[config.mk]
export PLATFORM = sky130hd
export DESIGN_NAME = square_wave_period_meter_flat
export DESIGN_NICKNAME = d
export VERILOG_FILES = /design/src/rtl/square_wave_period_meter_if.sv /design/src/rtl/square_wave_period_meter.sv /design/src/flat_wrapper.sv
export SDC_FILE = /design/constraint.sdc
export NUM_CORES = 1
export LEC_CHECK = 0
export ABC_AREA = 1
export CAP_MARGIN = 20
export CORE_MARGIN = 3
export CORE_UTILIZATION = 40
export CTS_BUF_LIST = sky130_fd_sc_hd__clkbuf_16
export DETAILED_ROUTE_END_ITERATION = 10
export DONT_BUFFER_PORTS = 1
export GPL_ROUTABILITY_DRIVEN = 1
export SYNTH_ARGS = -nofsm -noshare
export SYNTH_HDL_FRONTEND = slang
export SYNTH_SLANG_ARGS = --single-unit
[constraint.sdc]
create_clock -name clk -period 13.4 [get_ports clk]
set_clock_uncertainty 0.1 [all_clocks]
set_input_delay 3.35 -clock clk [delete_from_list [all_inputs] [get_ports clk]]
set_output_delay 3.35 -clock clk [all_outputs]
set_load 0.01 [all_outputs]
[src/rtl/square_wave_period_meter_if.sv]
// Sample-domain bus of the square-wave period meter: strobe and sample in,
// measured period/high time with their valid and stall flags out.
interface square_wave_period_meter_if #(
    parameter int COUNT_WIDTH = 24
);
    logic                   audio_clk_en;
    logic signed [15:0]     in;
    logic [COUNT_WIDTH-1:0] period;
    logic [COUNT_WIDTH-1:0] high_time;
    logic                   valid;
    logic                   stalled;

    modport master (
        output audio_clk_en,
        output in,
        input  period,
        input  high_time,
        input  valid,
        input  stalled
    );

    modport slave (
        input  audio_clk_en,
        input  in,
        output period,
        output high_time,
        output valid,
        output stalled
    );
endinterface

[src/rtl/square_wave_period_meter.sv]
// Measures rising-to-rising period and high time (in audio samples) of a
// signed 16-bit square-ish waveform, using a hysteresis level detector.
module square_wave_period_meter #(
    parameter int THRESH_HIGH     = 12288,
    parameter int THRESH_LOW      = 4096,
    parameter int COUNT_WIDTH     = 24,
    parameter int TIMEOUT_SAMPLES = 48000
) (
    input  logic                       clk,
    input  logic                       I_RST,
    square_wave_period_meter_if.slave  bus
);

    typedef enum logic [1:0] {
        SYNC      = 2'd0,
        ARMED     = 2'd1,
        MEAS_HIGH = 2'd2,
        MEAS_LOW  = 2'd3
    } state_t;

    localparam logic signed [15:0]     TH_HI     = 16'(THRESH_HIGH);
    localparam logic signed [15:0]     TH_LO     = 16'(THRESH_LOW);
    localparam logic [COUNT_WIDTH-1:0] TIMEOUT_C = COUNT_WIDTH'(TIMEOUT_SAMPLES);
    localparam logic [COUNT_WIDTH-1:0] ONE_C     = COUNT_WIDTH'(1);
    localparam logic [COUNT_WIDTH-1:0] ZERO_C    = {COUNT_WIDTH{1'b0}};
    localparam logic [COUNT_WIDTH-1:0] ONES_C    = {COUNT_WIDTH{1'b1}};

    // Period sum is formed one bit wider and clamped so a huge period never wraps.
    function automatic logic [COUNT_WIDTH-1:0] sat_sum(
        input logic [COUNT_WIDTH-1:0] a,
        input logic [COUNT_WIDTH-1:0] b
    );
        logic [COUNT_WIDTH:0] s;
        s = {1'b0, a} + {1'b0, b};
        if (s[COUNT_WIDTH]) begin
            sat_sum = ONES_C;
        end else begin
            sat_sum = s[COUNT_WIDTH-1:0];
        end
    endfunction

    state_t                 state_r, state_s;
    logic                   level_r, level_s, next_level_s;
    logic [COUNT_WIDTH-1:0] hi_cnt_r, hi_cnt_s;
    logic [COUNT_WIDTH-1:0] lo_cnt_r, lo_cnt_s;
    logic [COUNT_WIDTH-1:0] idle_cnt_r, idle_cnt_s;
    logic [COUNT_WIDTH-1:0] period_r, period_s;
    logic [COUNT_WIDTH-1:0] high_time_r, high_time_s;
    logic                   valid_r, valid_s;
    logic                   stalled_r, stalled_s;
    logic                   rise_s, fall_s;
    logic [COUNT_WIDTH-1:0] hi_inc_s, lo_inc_s, idle_inc_s;

    // Hysteresis detector: inputs between the thresholds keep the previous level.
    always_comb begin
        next_level_s = level_r;
        if (bus.in >= TH_HI) begin
            next_level_s = 1'b1;
        end else if (bus.in <= TH_LO) begin
            next_level_s = 1'b0;
        end else begin
            next_level_s = level_r;
        end
    end

    assign rise_s     = bus.audio_clk_en & next_level_s & ~level_r;
    assign fall_s     = bus.audio_clk_en & ~next_level_s & level_r;
    assign hi_inc_s   = hi_cnt_r + ONE_C;
    assign lo_inc_s   = lo_cnt_r + ONE_C;
    assign idle_inc_s = idle_cnt_r + ONE_C;

    // Next-state and datapath; a detected edge sample opens the new phase,
    // and a rise beats a timeout landing on the same sample.
    always_comb begin
        state_s     = state_r;
        level_s     = level_r;
        hi_cnt_s    = hi_cnt_r;
        lo_cnt_s    = lo_cnt_r;
        idle_cnt_s  = idle_cnt_r;
        period_s    = period_r;
        high_time_s = high_time_r;
        stalled_s   = stalled_r;
        valid_s     = 1'b0;
        if (bus.audio_clk_en) begin
            level_s = next_level_s;
            case (state_r)
                SYNC: begin
                    if (!next_level_s) begin
                        state_s    = ARMED;
                        idle_cnt_s = ZERO_C;
                    end else begin
                        state_s = SYNC;
                    end
                end
                ARMED: begin
                    if (rise_s) begin
                        hi_cnt_s   = ONE_C;
                        lo_cnt_s   = ZERO_C;
                        idle_cnt_s = ZERO_C;
                        state_s    = MEAS_HIGH;
                    end else if (idle_inc_s >= TIMEOUT_C) begin
                        stalled_s  = 1'b1;
                        idle_cnt_s = ZERO_C;
                    end else begin
                        idle_cnt_s = idle_inc_s;
                    end
                end
                MEAS_HIGH: begin
                    if (fall_s) begin
                        lo_cnt_s = ONE_C;
                        state_s  = MEAS_LOW;
                    end else if (hi_inc_s >= TIMEOUT_C) begin
                        stalled_s = 1'b1;
                        hi_cnt_s  = ZERO_C;
                        lo_cnt_s  = ZERO_C;
                        state_s   = SYNC;
                    end else begin
                        hi_cnt_s = hi_inc_s;
                    end
                end
                MEAS_LOW: begin
                    if (rise_s) begin
                        period_s    = sat_sum(hi_cnt_r, lo_cnt_r);
                        high_time_s = hi_cnt_r;
                        valid_s     = 1'b1;
                        stalled_s   = 1'b0;
                        hi_cnt_s    = ONE_C;
                        lo_cnt_s    = ZERO_C;
                        state_s     = MEAS_HIGH;
                    end else if (lo_inc_s >= TIMEOUT_C) begin
                        stalled_s  = 1'b1;
                        hi_cnt_s   = ZERO_C;
                        lo_cnt_s   = ZERO_C;
                        idle_cnt_s = ZERO_C;
                        state_s    = ARMED;
                    end else begin
                        lo_cnt_s = lo_inc_s;
                    end
                end
                default: begin
                    state_s    = SYNC;
                    hi_cnt_s   = ZERO_C;
                    lo_cnt_s   = ZERO_C;
                    idle_cnt_s = ZERO_C;
                end
            endcase
        end else begin
            valid_s = 1'b0;
        end
    end

    // State and result registers; async reset drops any partial measurement.
    always_ff @(posedge clk or posedge I_RST) begin
        if (I_RST) begin
            state_r     <= SYNC;
            level_r     <= 1'b0;
            hi_cnt_r    <= ZERO_C;
            lo_cnt_r    <= ZERO_C;
            idle_cnt_r  <= ZERO_C;
            period_r    <= ZERO_C;
            high_time_r <= ZERO_C;
            valid_r     <= 1'b0;
            stalled_r   <= 1'b0;
        end else begin
            state_r     <= state_s;
            level_r     <= level_s;
            hi_cnt_r    <= hi_cnt_s;
            lo_cnt_r    <= lo_cnt_s;
            idle_cnt_r  <= idle_cnt_s;
            period_r    <= period_s;
            high_time_r <= high_time_s;
            valid_r     <= valid_s;
            stalled_r   <= stalled_s;
        end
    end

    assign bus.period    = period_r;
    assign bus.high_time = high_time_r;
    assign bus.valid     = valid_r;
    assign bus.stalled   = stalled_r;

endmodule
[src/flat_wrapper.sv]
// flat-port wrapper written by rule: the top's interface ports become plain ports
module square_wave_period_meter_flat 
#(
    parameter int THRESH_HIGH     = 12288,
    parameter int THRESH_LOW      = 4096,
    parameter int COUNT_WIDTH     = 24,
    parameter int TIMEOUT_SAMPLES = 48000
)
  (clk, I_RST, bus_audio_clk_en, bus_in, bus_period, bus_high_time, bus_valid, bus_stalled);
  square_wave_period_meter_if #(.COUNT_WIDTH(COUNT_WIDTH)) bus_i ();
  input  logic clk;
  input  logic I_RST;
  input wire logic [$bits(bus_i.audio_clk_en)-1:0] bus_audio_clk_en;
  input wire logic [$bits(bus_i.in)-1:0] bus_in;
  output wire logic [$bits(bus_i.period)-1:0] bus_period;
  output wire logic [$bits(bus_i.high_time)-1:0] bus_high_time;
  output wire logic [$bits(bus_i.valid)-1:0] bus_valid;
  output wire logic [$bits(bus_i.stalled)-1:0] bus_stalled;
  assign bus_i.audio_clk_en = bus_audio_clk_en;
  assign bus_i.in = bus_in;
  assign bus_period = bus_i.period;
  assign bus_high_time = bus_i.high_time;
  assign bus_valid = bus_i.valid;
  assign bus_stalled = bus_i.stalled;
  square_wave_period_meter #(.THRESH_HIGH(THRESH_HIGH), .THRESH_LOW(THRESH_LOW), .COUNT_WIDTH(COUNT_WIDTH), .TIMEOUT_SAMPLES(TIMEOUT_SAMPLES)) u_core (.clk(clk), .I_RST(I_RST), .bus(bus_i));
endmodule
==> results.toml, run 1 <==
[cells_and_area]
stdcell_count = 1567
drive_above_1_share = 0.07353
seq_area_mm2 = 0.003128
final_nets = 1328
n_fill_cell = 2230
multi_input_area_mm2 = 0.005010
diodes = 0
areaGrowthSynthToFinish_pct = 9.110

[routing]
wl_per_cell_um = 14.96
via_per_inst = 5.104
drtIter0Drc = 496
drc_errors = 0
vias = 7998
drt-total-wl_um = 23440
drtPass1Iterations = 5
antenna_left = 0

[logic_synthesis]
synthCells = 1285
synthesis.yosys.warnings = 0
netlist_area_mm2 = 0.008817
netlist.area_leader.share = 0.3548
yosysMostFrequentCell = "nand2_1"
ys_top_cells_by_area = "dfrtp_1, nand2_1, nor2_1"
syn_area_per_cell_um2 = 6.862
synth_common_cells = "nand2_1, nor2_1, inv_1, dfrtp_1, nand3_1"
synth.distinct_cells = 45
synthesis.nets = 1334
yosysSeqAreaShare = 0.3548
yosysTopAreaCell = "dfrtp_1"
ys.flop_type = "dfrtp_1"
synth_edf_count = 0
synth-async-reset-ratio = 1.000
ys_ff_latch = 125

[sta]
setup_viol_count_final = 0
final_hold_viol_count = 0
setup_tns_ns = 0
whs_ns = 0.4245
fin_crit_sh = 0.4256
fin_ws_ns = 7.696
tightestPinTransition_ns = 0.9452
drv_slew = 0
slew_headroom = 0.3680
period_minus_slack_ns = 5.704
fmax_mhz = 175.3
rsz0062_at_grt = "false"

[die]
start_util = 0.4129
rows = 53
dieHeight_um = 154.5
design.die.area_mm2 = 0.02386
ioPinCount = 69
core_area_mm2 = 0.02135
die_width_um = 154.5

[power_and_ir_drop]
clkPwrFrac = 0.421
power.internal_mw = 0.7536
switching_share = 0.3144
share_comb_of_total_power = 0.156
p_seq_frac = 0.423
cellPowerDensity_mw_per_mm2 = 114.2
peakVddDrop_v = 0.00008454
p_leak_nw = 4.607
p_sw_mw = 0.3455

[clock_network]
clk-insertion-delay-late_ns = 0.42
h-tree-depth = 4
clockBufferDepth = 2
cts.sinks = 125
cts_tree = "built"
numCtsBuffers = 17
postCtsSetupBuffers = 0
cts_resized = 0
cts_hold_buf = 0
root_buffer = "clkbuf_16"
clkTransAtPathRegs_ns = 0.06

[critical_path]
crit_chain = "inv_1 -> nand3_1 -> nand4_1 -> nand2_1 -> nand3_2 -> nand2_1 -> o21ai_1"
critPathMostFrequentCell = "nand2_1"
cp_slowest_cell = "nand4_1"
arrival_ns = 5.87
cp_max_fo = 40
slowest_delay_ns = 0.73
crit_required_ns = 13.57
start_kind = "input port"
cp-end-kind = "flop"
path_class = "input port to flop"

[hold_path]
min_path_type = "flop to flop"

[grt]
grt_use_total = 0.2014
grt_pass1_wl_um = 39340
first_global_vias = 7600
gr-total-overflow = 0
antenna_found_initial = 0
grt_max_degree = 70

[place]
hpwl_um = 17740
port_buffers = 0
finalWeightedCongestion = 0.9107
place_ws_ns = 7.292
dp_cells = 1534

[job]
drv_cap = 0

[outcome]
status = "finished, final reports clean"
[power by group through the flow]
| stage | clock network (mW) | registers [mW] | logic, mW |
|---|---|---|---|
| 6_report | 0.463 | 0.465 | 0.171 |
| 2_1_floorplan | 0 | 0.459 | 0.150 |
| 3_5_place_dp | 0 | 0.473 | 0.174 |
| 5_1_grt | 0.491 | 0.471 | 0.196 |
| 3_3_place_gp | 0 | 0.472 | 0.172 |
| 4_1_cts | 0.473 | 0.467 | 0.175 |
[per-stage QoR]
step | power (mW) | cell area (um^2) | utilization
floorplan | 0.6093 | 8817 | -
global placement | 0.6440 | 9029 | 0.4228
detailed placement | 0.6464 | 9029 | 0.4228
CTS | 1.114 | 9609 | 0.4500
global route | 1.158 | 9620 | 0.4505
finish | 1.099 | 9620 | 0.4505
[flip-flops by register name, summed over array words and instances (netlist names)]
| name | count |
|---|---|
| u_core.level_r | 1 |
| u_core.bus.valid | 1 |
| u_core.bus.period | 24 |
| u_core.state_r | 2 |
| u_core.bus.stalled | 1 |
| u_core.idle_cnt_r | 24 |
| u_core.lo_cnt_r | 24 |
| u_core.hi_cnt_r | 24 |
| u_core.bus.high_time | 24 |
[logic make-up after synthesis]
family                   Yosys count  share of synthesized area
AO/OA/AOI/OAI                    144                    0.09565
flip-flops                       125                     0.3548
adder cells (fa/ha/maj)           30                    0.04342
AND/OR/NAND/NOR                  778                     0.3858
buffers and inverters            166                    0.07861
XOR/XNOR                          42                    0.04172
[cell usage in the layout, fill, tap and decap left out, types with 15 or more instances in the layout]
cell type,count
dfrtp_1,125
nor2_1,164
o21ai_0,41
xor2_1,29
ha_1,29
inv_1,130
clkbuf_16,17
a21oi_1,33
nand4_1,44
nor2_2,15
nand3_1,75
nand2_1,429
o21ai_1,21
a31oi_1,17
[critical path, delay by kind of cell]
family                 cells  cell delay (ns)
and+or+nand+nor            5             2.36
AOI/OAI and AO/OA          1             0.09
buffers and inverters      1             0.05
[metal layers]
metal / vias to the layer above / global-route usage / part of all wire
met1: 3720 / 0.2797 / 0.48
met4: 0 / 0.04247 / 0.0066
met5: - / 0 / 0
met3: 10 / 0.03917 / 0.040
met2: 127 / 0.3288 / 0.47
li1: 4141 / - / -
[final timing paths]
kind | from | endpoint | slack [ns] | depth (start not counted)
setup / recovery | bus_in[15] | u_core.hi_cnt_r[7]$_DFFE_PP0P_ | 7.70 | 7
hold / removal | u_core.idle_cnt_r[23]$_DFFE_PP0P_ | u_core.idle_cnt_r[23]$_DFFE_PP0P_ | 0.42 | 2
setup reg to reg | u_core.lo_cnt_r[0]$_DFFE_PP0P_ | u_core.bus.period[17]$_DFFE_PP0P_ | 10.07 | 15
hold reg to reg | u_core.idle_cnt_r[23]$_DFFE_PP0P_ | u_core.idle_cnt_r[23]$_DFFE_PP0P_ | 0.42 | 2
max in group asynchronous | I_RST | u_core.lo_cnt_r[8]$_DFFE_PP0P_ | 9.19 | 2
min in group asynchronous | I_RST | u_core.bus.high_time[3]$_DFFE_PP0P_ | 2.78 | 1
[area by class of cell]
class | instances | area share
clock buffers | 17 | 0.04422
clock inverters | 15 | 0.01613
inverters | 137 | 0.05449
multi-input cells | 994 | 0.5207
flip-flops and latches | 125 | 0.3251
well taps | 275 | 0.03577
repair buffers | 4 | 0.003512
Power figures use the tool's default switching activity.
==> run 2: changes to the inputs <==
- clock period: 13.4 -> 5.4 ns (I/O delays scaled with it)
==> run 2 against run 1 <==
Highest routed layer unchanged. Register-to-register slack got worse by 8.0 ns. Critical path type unchanged. Die area unchanged. Critical path depth down 1. Clock-buffer cell count unchanged.
==> results.toml, run 2 (same netlist as run 1, synthesis figures left out) <==
[outcome]
status = "finished, final reports clean"

[clock_network]
clkTransAtPathRegs_ns = 0.06
h-tree-depth = 4
numCtsBuffers = 17
cts.sinks = 125
root_buffer = "clkbuf_16"
cts_resized = 0
postCtsSetupBuffers = 0
clk-insertion-delay-late_ns = 0.43
clockBufferDepth = 2
cts_tree = "built"
cts_hold_buf = 0

[critical_path]
path_class = "input port to flop"
start_kind = "input port"
reg2reg_from = "u_core.hi_cnt_r[0]$_DFFE_PP0P_"
r2r_end = "u_core.bus.period[17]$_DFFE_PP0P_"
r2r_cells = 15
crit_required_ns = 5.62
r2r_slack_ns = 2.08
cp_max_fo = 40
cp-end-kind = "flop"
arrival_ns = 3.89

[hold_path]
min_to = "u_core.idle_cnt_r[23]$_DFFE_PP0P_"
min_path_cells = 2
worstHoldStart = "u_core.idle_cnt_r[23]$_DFFE_PP0P_"
min_path_type = "flop to flop"

[cells_and_area]
n_fill_cell = 2252
diodes = 0
seq_area_mm2 = 0.003128
multi_input_area_mm2 = 0.005010
mostFrequentLayoutCells = "nand2_1, nor2_1, inv_1"
areaGrowthSynthToFinish_pct = 9.295
drive_above_1_share = 0.07359
final_nets = 1327
stdcell_count = 1566
layout_commonest_cell = "nand2_1"

[grt]
antenna_found_initial = 0
first_global_vias = 7748
gr-total-overflow = 0
grt_use_total = 0.2044
grt_pass1_wl_um = 39920
grt_max_degree = 97

[power_and_ir_drop]
p_leak_nw = 4.619
cellPowerDensity_mw_per_mm2 = 288.4
clkPwrFrac = 0.432
power.internal_mw = 1.917
p_seq_frac = 0.416
share_comb_of_total_power = 0.153
switching_share = 0.3103
p_sw_mw = 0.8624
peakVddDrop_v = 0.0001476

[sta]
tightestPinTransition_ns = 0.9185
whs_ns = 0.4243
period_minus_slack_ns = 3.670
fmax_mhz = 272.5
rsz0062_at_grt = "false"
slew_headroom = 0.3859
fin_crit_sh = 0.6796
setup_tns_ns = 0
final_hold_viol_count = 0
drv_slew = 0
setup_viol_count_final = 0

[routing]
drtPass1Iterations = 5
wl_per_cell_um = 15.04
antenna_left = 0
drt-total-wl_um = 23560
via_per_inst = 5.146
vias = 8059
drtIter0Drc = 559
drc_errors = 0

[die]
start_util = 0.4129
rows = 53
core_area_mm2 = 0.02135
design.die.area_mm2 = 0.02386
dieHeight_um = 154.5
ioPinCount = 69
die_width_um = 154.5

[place]
finalWeightedCongestion = 0.9055
hpwl_um = 17760
dp_cells = 1534
port_buffers = 0

[job]
drv_cap = 0
[run 2: layout make-up]
class                   count  area share
clock buffers              17     0.04414
multi-input cells         994      0.5199
well taps                 275     0.03571
repair buffers              3    0.002727
inverters                 137     0.05440
clock inverters            15     0.01857
flip-flops and latches    125      0.3246
[run 2: worst max path at each step]
stage                                                endpoint  slack, ns  startpoint
after global routing           u_core.hi_cnt_r[2]$_DFFE_PP0P_       1.42  bus_in[15]
after detailed placement      u_core.hi_cnt_r[11]$_DFFE_PP0P_       1.32  bus_in[15]
final                         u_core.hi_cnt_r[11]$_DFFE_PP0P_       1.73  bus_in[15]
after floorplan           u_core.bus.high_time[0]$_DFFE_PP0P_       0.62       I_RST
after global placement         u_core.hi_cnt_r[8]$_DFFE_PP0P_       1.42  bus_in[15]
after CTS                     u_core.hi_cnt_r[12]$_DFFE_PP0P_       1.76  bus_in[15]
[run 2: through the flow]
step                power [mW]    util  instance area [um^2]  worst slack [ns]
floorplan                1.512       -                  8817            0.6224
global placement         1.597  0.4225                  9021             1.420
detailed placement       1.604  0.4230                  9032             1.315
CTS                      2.813  0.4513                  9637             1.761
global route             2.927  0.4513                  9637             1.418
finish                   2.779  0.4513                  9637             1.730
[run 2: power by group through the flow]
stage               Sequential (mW)  Clock (mW)  Combinational, mW
CTS                            1.16        1.22              0.431
finish                         1.16        1.20              0.425
detailed placement             1.17           0              0.430
floorplan                      1.14           0              0.373
global placement               1.17           0              0.423
global route                   1.17        1.27              0.485
[run 2: metal layers]
metal,GRT usage,vias up,wire length (um)
met5,0,-,0
met2,0.3355,154,11000
met4,0.04289,0,175
met1,0.2843,3759,11340
li1,-,4135,-
met3,0.03609,11,1044
[run 2: critical path, stage by stage]
cell and delay [ns]:
inv_1 0.06, nand3_1 0.10, nand4_1 0.71, nand2_1 0.60
nand3_2 0.70, o21ai_1 0.36
